$ cat src/rtl/pixel_mm_writer_if.sv
// pixel_mm_writer_if: RGB565 pixel stream in, Avalon-MM word-write bus out
interface pixel_mm_writer_if #(parameter int ADDR_W = 13);
  logic [15:0] pix_data;
  logic pix_valid;
  logic pix_last;
  logic pix_ready;
  logic [ADDR_W-1:0] avm_address;
  logic [3:0] avm_byteenable;
  logic avm_chipselect;
  logic avm_write;
  logic [31:0] avm_writedata;
  logic avm_waitrequest;
  modport master(
    input pix_data, pix_valid, pix_last, avm_waitrequest,
    output pix_ready, avm_address, avm_byteenable, avm_chipselect, avm_write, avm_writedata
  );
  modport slave(
    output pix_data, pix_valid, pix_last, avm_waitrequest,
    input pix_ready, avm_address, avm_byteenable, avm_chipselect, avm_write, avm_writedata
  );
endinterface

$ cat src/rtl/pixel_mm_writer.sv
// pixel_mm_writer: packs pixel pairs into 32-bit words and writes a frame to Avalon-MM memory
module pixel_mm_writer #(
  parameter int ADDR_W = 13,
  parameter int NUM_WORDS = 8192
) (
  input logic clk,
  input logic reset,
  input logic start,
  pixel_mm_writer_if.master bus,
  output logic busy,
  output logic done,
  output logic overflow,
  output logic [ADDR_W:0] word_count
);
  typedef enum logic [2:0] {IDLE, LO, HI, WR, FIN} state_t;
  state_t state, state_n;
  logic [ADDR_W-1:0] addr;
  logic [31:0] data;
  logic [3:0] be;
  logic last;
  logic xfer, cmpl, at_end;
  assign xfer = bus.pix_valid && bus.pix_ready;
  assign cmpl = state == WR && !bus.avm_waitrequest;
  assign at_end = addr == ADDR_W'(NUM_WORDS - 1);
  assign bus.avm_address = addr;
  assign bus.avm_writedata = data;
  always_ff @(posedge clk or posedge reset)
    if (reset) state <= IDLE;
    else state <= state_n;
  always_comb begin
    state_n = state;
    case (state)
      IDLE: state_n = start ? LO : IDLE;
      LO: state_n = xfer ? (bus.pix_last ? WR : HI) : LO;
      HI: state_n = xfer ? WR : HI;
      WR: state_n = cmpl ? (last ? FIN : LO) : WR;
      default: state_n = IDLE;
    endcase
  end
  always_comb begin
    bus.pix_ready = state == LO || state == HI;
    bus.avm_write = state == WR;
    bus.avm_chipselect = state == WR;
    bus.avm_byteenable = state == WR ? be : 4'h0;
    busy = state != IDLE;
    done = state == FIN;
  end
  always_ff @(posedge clk or posedge reset)
    if (reset) begin
      addr <= '0;
      data <= '0;
      be <= '0;
      last <= 1'b0;
      word_count <= '0;
      overflow <= 1'b0;
    end else begin
      if (state == IDLE && start) begin
        addr <= '0;
        word_count <= '0;
        overflow <= 1'b0;
      end
      if (xfer && state == LO) begin
        data[15:0] <= bus.pix_data;
        be <= 4'b0011;
      end
      if (xfer && state == HI) begin
        data[31:16] <= bus.pix_data;
        be <= 4'b1111;
      end
      if (xfer) last <= bus.pix_last;
      // the buffer is circular: the word after NUM_WORDS-1 lands at 0
      if (cmpl) begin
        addr <= at_end ? '0 : addr + ADDR_W'(1);
        word_count <= word_count == (ADDR_W+1)'(NUM_WORDS) ? word_count : word_count + (ADDR_W+1)'(1);
        if (at_end && !last) overflow <= 1'b1;
      end
    end
endmodule

$ cat src/flat_wrapper.sv
// flat-port wrapper written by rule: the top's interface ports become plain ports
module pixel_mm_writer_flat 
#(
  parameter int ADDR_W = 13,
  parameter int NUM_WORDS = 8192
)
  (clk, reset, start, busy, done, overflow, word_count, bus_pix_data, bus_pix_valid, bus_pix_last, bus_avm_waitrequest, bus_pix_ready, bus_avm_address, bus_avm_byteenable, bus_avm_chipselect, bus_avm_write, bus_avm_writedata);
  pixel_mm_writer_if #(.ADDR_W(ADDR_W)) bus_i ();
  input logic clk;
  input logic reset;
  input logic start;
  output logic busy;
  output logic done;
  output logic overflow;
  output logic [ADDR_W:0] word_count;
  input wire logic [$bits(bus_i.pix_data)-1:0] bus_pix_data;
  input wire logic [$bits(bus_i.pix_valid)-1:0] bus_pix_valid;
  input wire logic [$bits(bus_i.pix_last)-1:0] bus_pix_last;
  input wire logic [$bits(bus_i.avm_waitrequest)-1:0] bus_avm_waitrequest;
  output wire logic [$bits(bus_i.pix_ready)-1:0] bus_pix_ready;
  output wire logic [$bits(bus_i.avm_address)-1:0] bus_avm_address;
  output wire logic [$bits(bus_i.avm_byteenable)-1:0] bus_avm_byteenable;
  output wire logic [$bits(bus_i.avm_chipselect)-1:0] bus_avm_chipselect;
  output wire logic [$bits(bus_i.avm_write)-1:0] bus_avm_write;
  output wire logic [$bits(bus_i.avm_writedata)-1:0] bus_avm_writedata;
  assign bus_i.pix_data = bus_pix_data;
  assign bus_i.pix_valid = bus_pix_valid;
  assign bus_i.pix_last = bus_pix_last;
  assign bus_i.avm_waitrequest = bus_avm_waitrequest;
  assign bus_pix_ready = bus_i.pix_ready;
  assign bus_avm_address = bus_i.avm_address;
  assign bus_avm_byteenable = bus_i.avm_byteenable;
  assign bus_avm_chipselect = bus_i.avm_chipselect;
  assign bus_avm_write = bus_i.avm_write;
  assign bus_avm_writedata = bus_i.avm_writedata;
  pixel_mm_writer #(.ADDR_W(ADDR_W), .NUM_WORDS(NUM_WORDS)) u_core (.clk(clk), .reset(reset), .start(start), .bus(bus_i), .busy(busy), .done(done), .overflow(overflow), .word_count(word_count));
endmodule
$ cat config.mk
export PLATFORM = sky130hd
export DESIGN_NAME = pixel_mm_writer_flat
export DESIGN_NICKNAME = d
export VERILOG_FILES = /design/src/rtl/pixel_mm_writer_if.sv /design/src/rtl/pixel_mm_writer.sv /design/src/flat_wrapper.sv
export SDC_FILE = /design/constraint.sdc
export NUM_CORES = 1
export LEC_CHECK = 0
export CAP_MARGIN = 40
export CORE_MARGIN = 8
export CORE_UTILIZATION = 51
export DETAILED_ROUTE_END_ITERATION = 10
export PLACE_DENSITY_LB_ADDON = 0.1
export SYNTH_ARGS = -nofsm -noshare
export SYNTH_HDL_FRONTEND = slang
export SYNTH_SLANG_ARGS = --single-unit
$ cat constraint.sdc
create_clock -name clk -period 4.5 [get_ports clk]
set_input_delay 1.125 -clock clk [delete_from_list [all_inputs] [get_ports clk]]
set_output_delay 1.125 -clock clk [all_outputs]
set_load 0.02 [all_outputs]
After elaboration in Yosys (flattened, before gate mapping)
Cells that the tools add are included.

Input bits: 22. Bits in registers: 68. Memories: 0. Bits in writable memories: 0. Memory bits (read-only): 0. Bits in latches: 0. Logic and storage cells: 50.

Reductions and logical operators: 14. Bitwise operators: 0. $add $sub $neg: 2. Magnitude comparators: 0. Shifts and indexed selects: 0. Equal/unequal tests: 7. Muxes and demuxes: 19. $mul: 0. Divide/modulo/power cells: 0.

Operators by type and width (number): $mux W14 (3); $mux W13 (3); $add A14 B1 Y14 const B (1); $eq A14 B14 Y1 const B (1); $add A13 B1 Y13 const B (1); $eq A13 B13 Y1 const B (1); $mux W4 (3); $pmux W3 S4 (1); $mux W3 (3); $eq A3 B2 Y1 const B (2); $logic_and A1 B1 Y1 (6); $mux W1 (6); $reduce_bool A2 Y1 (2); $eq A3 B1 Y1 const B (1); $eq A3 B3 Y1 const B (1); $logic_not A3 Y1 (1); $reduce_bool A3 Y1 (1); $logic_not A1 Y1 (2); $ne A2 B2 Y1 const B (1); $reduce_and A2 Y1 (1); $logic_or A1 B1 Y1 (1).

Longest topological paths before layout
Depth after elaboration: 6. Gate-level depth with buffers: 6. Gate-level depth less buffers: 5.

Least setup slack after synthesis
No wires, ideal clock.

Path type: input-to-reg. Start: input bus_avm_waitrequest. End: register u_core.word_count[13]. Data required time: 4.377 ns. Stages: 5. Path buffers: 1. Data arrival time: 2.276 ns. Setup slack: 2.101 ns. Cells stage by stage: nand4bb_1 > buf_1 > nor4_1 > nand3_1 > mux2i_1.

Longest elaborated chain between the ends: 4. Elaborated cells between the ends (all ways): 6. Classes of those cells: 1 x eq/ne; 1 x mux; 4 x reduce/logical.

Ends and longest elaborated chain: start: declaration (line flat_wrapper.sv:19) `input wire logic [$bits(bus_i.avm_waitrequest)-1:0] bus_avm_waitrequest;`; $logic_not A1 Y1 (*) (line pixel_mm_writer.sv:23) `assign cmpl = state == WR && !bus.avm_waitrequest;`; $logic_and A1 B1 Y1 (*) (line pixel_mm_writer.sv:23); $ne A2 B2 Y1 (no source line) or $reduce_bool A2 Y1 (tied branches); $reduce_and A2 Y1 (no source line); end signal: assignment (line pixel_mm_writer.sv:74) `word_count <= word_count == (ADDR_W+1)'(NUM_WORDS) ? word_count : word_count + (ADDR_W+1)'(1);`; end: declaration (line pixel_mm_writer.sv:13) `output logic [ADDR_W:0] word_count`.

Mark *: on every way between the ends. The rest lies on a longest branch, timed or not. A chain may end at the register's enable or synchronous reset.

Final worst setup path
Start: register u_core.state[1]. End: output bus_avm_byteenable[0].

Longest elaborated chain between the ends: 2.

Ends and longest elaborated chain: start: declaration (line pixel_mm_writer.sv:16) `state_t state, state_n;`; start signal: assignment (line pixel_mm_writer.sv:29) `else state <= state_n;`; $eq A3 B2 Y1 (line pixel_mm_writer.sv:44) `bus.avm_byteenable = state == WR ? be : 4'h0;`; $mux W4 (line pixel_mm_writer.sv:44); end: declaration (line flat_wrapper.sv:22) `output wire logic [$bits(bus_i.avm_byteenable)-1:0] bus_avm_byteenable;`.

No other way between the ends.

==> impl_results.md <==
* DR pass1 iterations at 4
* P_sw at 1.008 mW
* Initial Util at 0.5307
* Nets at 389
* Setup CP Type: reg -> out
* # rows at 28
* Static leakage at 1.753 nW
* Initial antenna violation count at 0
* Core area at 5956 um^2
* CTS Hold Bufs at 0
* Worst-path clk slew at 0.07 ns
* Post_cts resized at 0
* Worst slew margin at 0.4760
* VDD IR max at 0.4225 mV
* Overall die height at 94.72 um
* Yosys reg bits at 66
* Area of the die at 8972 um^2
* Final Hold Vio Count at 0
* CTS tree: done
* Internal power at 1.734 mW
* Max_cap viols at 0
* Starting DRC count in detailed routing at 67
* Ys async rst share at 1.000
* Via density at 5.523
* Synth cell types at 47
* Largest buffer count on any clock path at 2
* Global-route wire length before repair at 12930 um
* Main flop type after synthesis: dfrtp_1
* Share of power burned in registers at 0.348
* Tcrit/Tclk final at 0.7143
* Place WS at 1.254 ns
* Setup TNS at 0 ns
* Min Tclk post-route at 3.214 ns
* Area Overhead vs Synth at 36.90%
* H-tree Lvls at 3
* Avg Cell Area, Syn at 11.53 um^2
* Worst R2R Path Depth at 5
* Synth warn at 0
* Largest net degree at the start of global routing at 38
* Combinational Power Share at 0.453
* Pwr Density at 633.9 nW/um^2
* Worst R2R Setup Slack at 2.24 ns
* Status: finished clean
* Post-DP HPWL at 5631 um
* Avg WL per Cell at 17.52 um
* Critical Path Start Type: register
* Final antenna-violating net count at 0
* Input/output buffers at 90
* Vias in the first global route at 2565
* Post-Route Skew at 0.006815 ns
* Unrepaired setup endpoints after global routing: false
* Die Span X at 94.72 um
* Syn_nets at 299
* PnR worst setup slack at 1.286 ns
* CTS Sinks at 66
* Clock root buffer: clkbuf_8
* Layout cells sized above 1 at 0.1843
* I/O pin total at 91
* Commonest non-fill, non-tap cell in the layout: clkdlybuf4s50_1
* Remaining DRCs at 0
* CP required at 3.38 ns
* Total track usage at 0.1827
* Switching Fraction at 0.3677
* Fmax at 0.3111 GHz
* CP Capture Type: output port
* Sequential element share of the synthesized area at 0.5226
* Crit path arrival time at 2.09 ns
* Cells after Synth at 274
* Most frequent cells in the layout: 90 x clkdlybuf4s50_1, 66 x dfrtp_1, 34 x mux2_2
* RePlAce Congestion at 0.8274
* Netlist Area Pre-Place at 3161 um^2
* Clock share of power at 0.199
* Post-synth EDFFs at 0
* Final setup vio count at 0
* WHS Path Cells at 1
* Worst hold path class: reg -> reg
* Grt total ovfl at 0
* # Post-CTS Setup Buffers at 0
* DRT Wirelength at 7778 um
* Worst-path fanout max at 13
* Worst Tran Pin Value at 0.7832 ns
* Clock latency on the worst-skew pair at 0.33 ns
* # diodes at 0
* Slew Limit Fails at 0
* TritonCTS buffer count at 9
* Total power at 2.743 mW
* Routed vias at 2452
## cells by family (layout without fill, tap and decap cells)
family,count (synthesis),count (layout),share of synthesized area
simple gates,92,92,0.1635
xor+xnor,10,10,0.02771
flops,66,66,0.5226
compound gates,40,40,0.1053
fa+ha+maj,3,3,0.01188
mux,36,36,0.1275
buf+inv,27,122,0.04157
## layout make-up
cell class	instances	area (um^2)
clock buffer	10	137.6
tap	75	93.84
clock inverter	6	80.08
inverter	11	41.29
multi-input combinational	181	1384
timing repair buffer	95	938.4
sequential	66	1652
fill	435	1629
## per-layer routing
metal  global-route usage  routed length [um]
met1               0.2160                3207
met2               0.2937                3780
met3              0.07302                 714
met4              0.06762                  76
met5                    0                   0
## final timing paths
path,startpoint,end
worst max-delay path,u_core.state[1],bus_avm_byteenable[0]
worst min-delay path,u_core.be[1],u_core.be[1]
worst max register to register,u_core.state[0],u_core.word_count[13]
worst min register to register,u_core.be[1],u_core.be[1]
max in group asynchronous,reset,u_core.state[0]
min in group asynchronous,reset,u_core.bus.avm_writedata[20]
## power by group through the flow
stage,sequential [mW],clock (mW),combinational (mW)
after floorplan,1.14,0,0.511
after global placement,0.951,0,1.24
after detailed placement,0.966,0,1.25
after CTS,0.958,0.555,1.26
after global routing,0.985,0.580,1.33
final,0.955,0.546,1.24
## worst max-delay path, stage by stage, from the launching register on
cell and delay, ns:
dfrtp_1 0.61, nor2b_1 0.28, and3_1 0.24, clkdlybuf4s50_1 0.63
## cell usage after synthesis, drive strengths merged, types with 2 or more instances
master / count / area, um^2
a2111oi: 3 / 82.58
a211oi: 3 / 32.53
a21oi: 7 / 35.03
a31oi: 2 / 12.51
and2: 3 / 18.77
and3: 5 / 31.28
and4: 2 / 17.52
buf: 10 / 67.56
clkbuf: 6 / 22.52
dfrtp: 66 / 1652
ha: 3 / 37.54
inv: 11 / 41.29
mux2: 34 / 382.9
mux2i: 2 / 20.02
nand2: 19 / 71.32
nand2b: 3 / 18.77
nand3: 14 / 70.07
nand4: 10 / 68.81
nor2: 16 / 60.06
nor3: 3 / 20.02
nor3b: 3 / 27.52
o211ai: 2 / 15.01
o21ai: 12 / 60.06
o31ai: 5 / 37.54
or3: 5 / 31.28
or4: 3 / 22.52
xnor2: 9 / 78.83
## through the flow
step / cell area, um^2 / hold WS (ns) / util / instances
after global placement: 4109 / 0.4424 / 0.6899 / 428
after CTS: 4327 / 0.4638 / 0.7265 / 444
after floorplan: 3161 / 0.4253 / - / 274
after detailed placement: 4109 / 0.4440 / 0.6899 / 428
after global routing: 4327 / 0.5002 / 0.7265 / 444
final: 4327 / 0.4642 / 0.7265 / 444
## sequential cells by signal (all words and copies together) (netlist names)
signal and cells:
u_core.bus.avm_address 13, u_core.be 2, u_core.last 1, u_core.bus.avm_writedata 32
u_core.state 3, u_core.word_count 14, u_core.overflow 1
(Power assumes the default switching activity.)
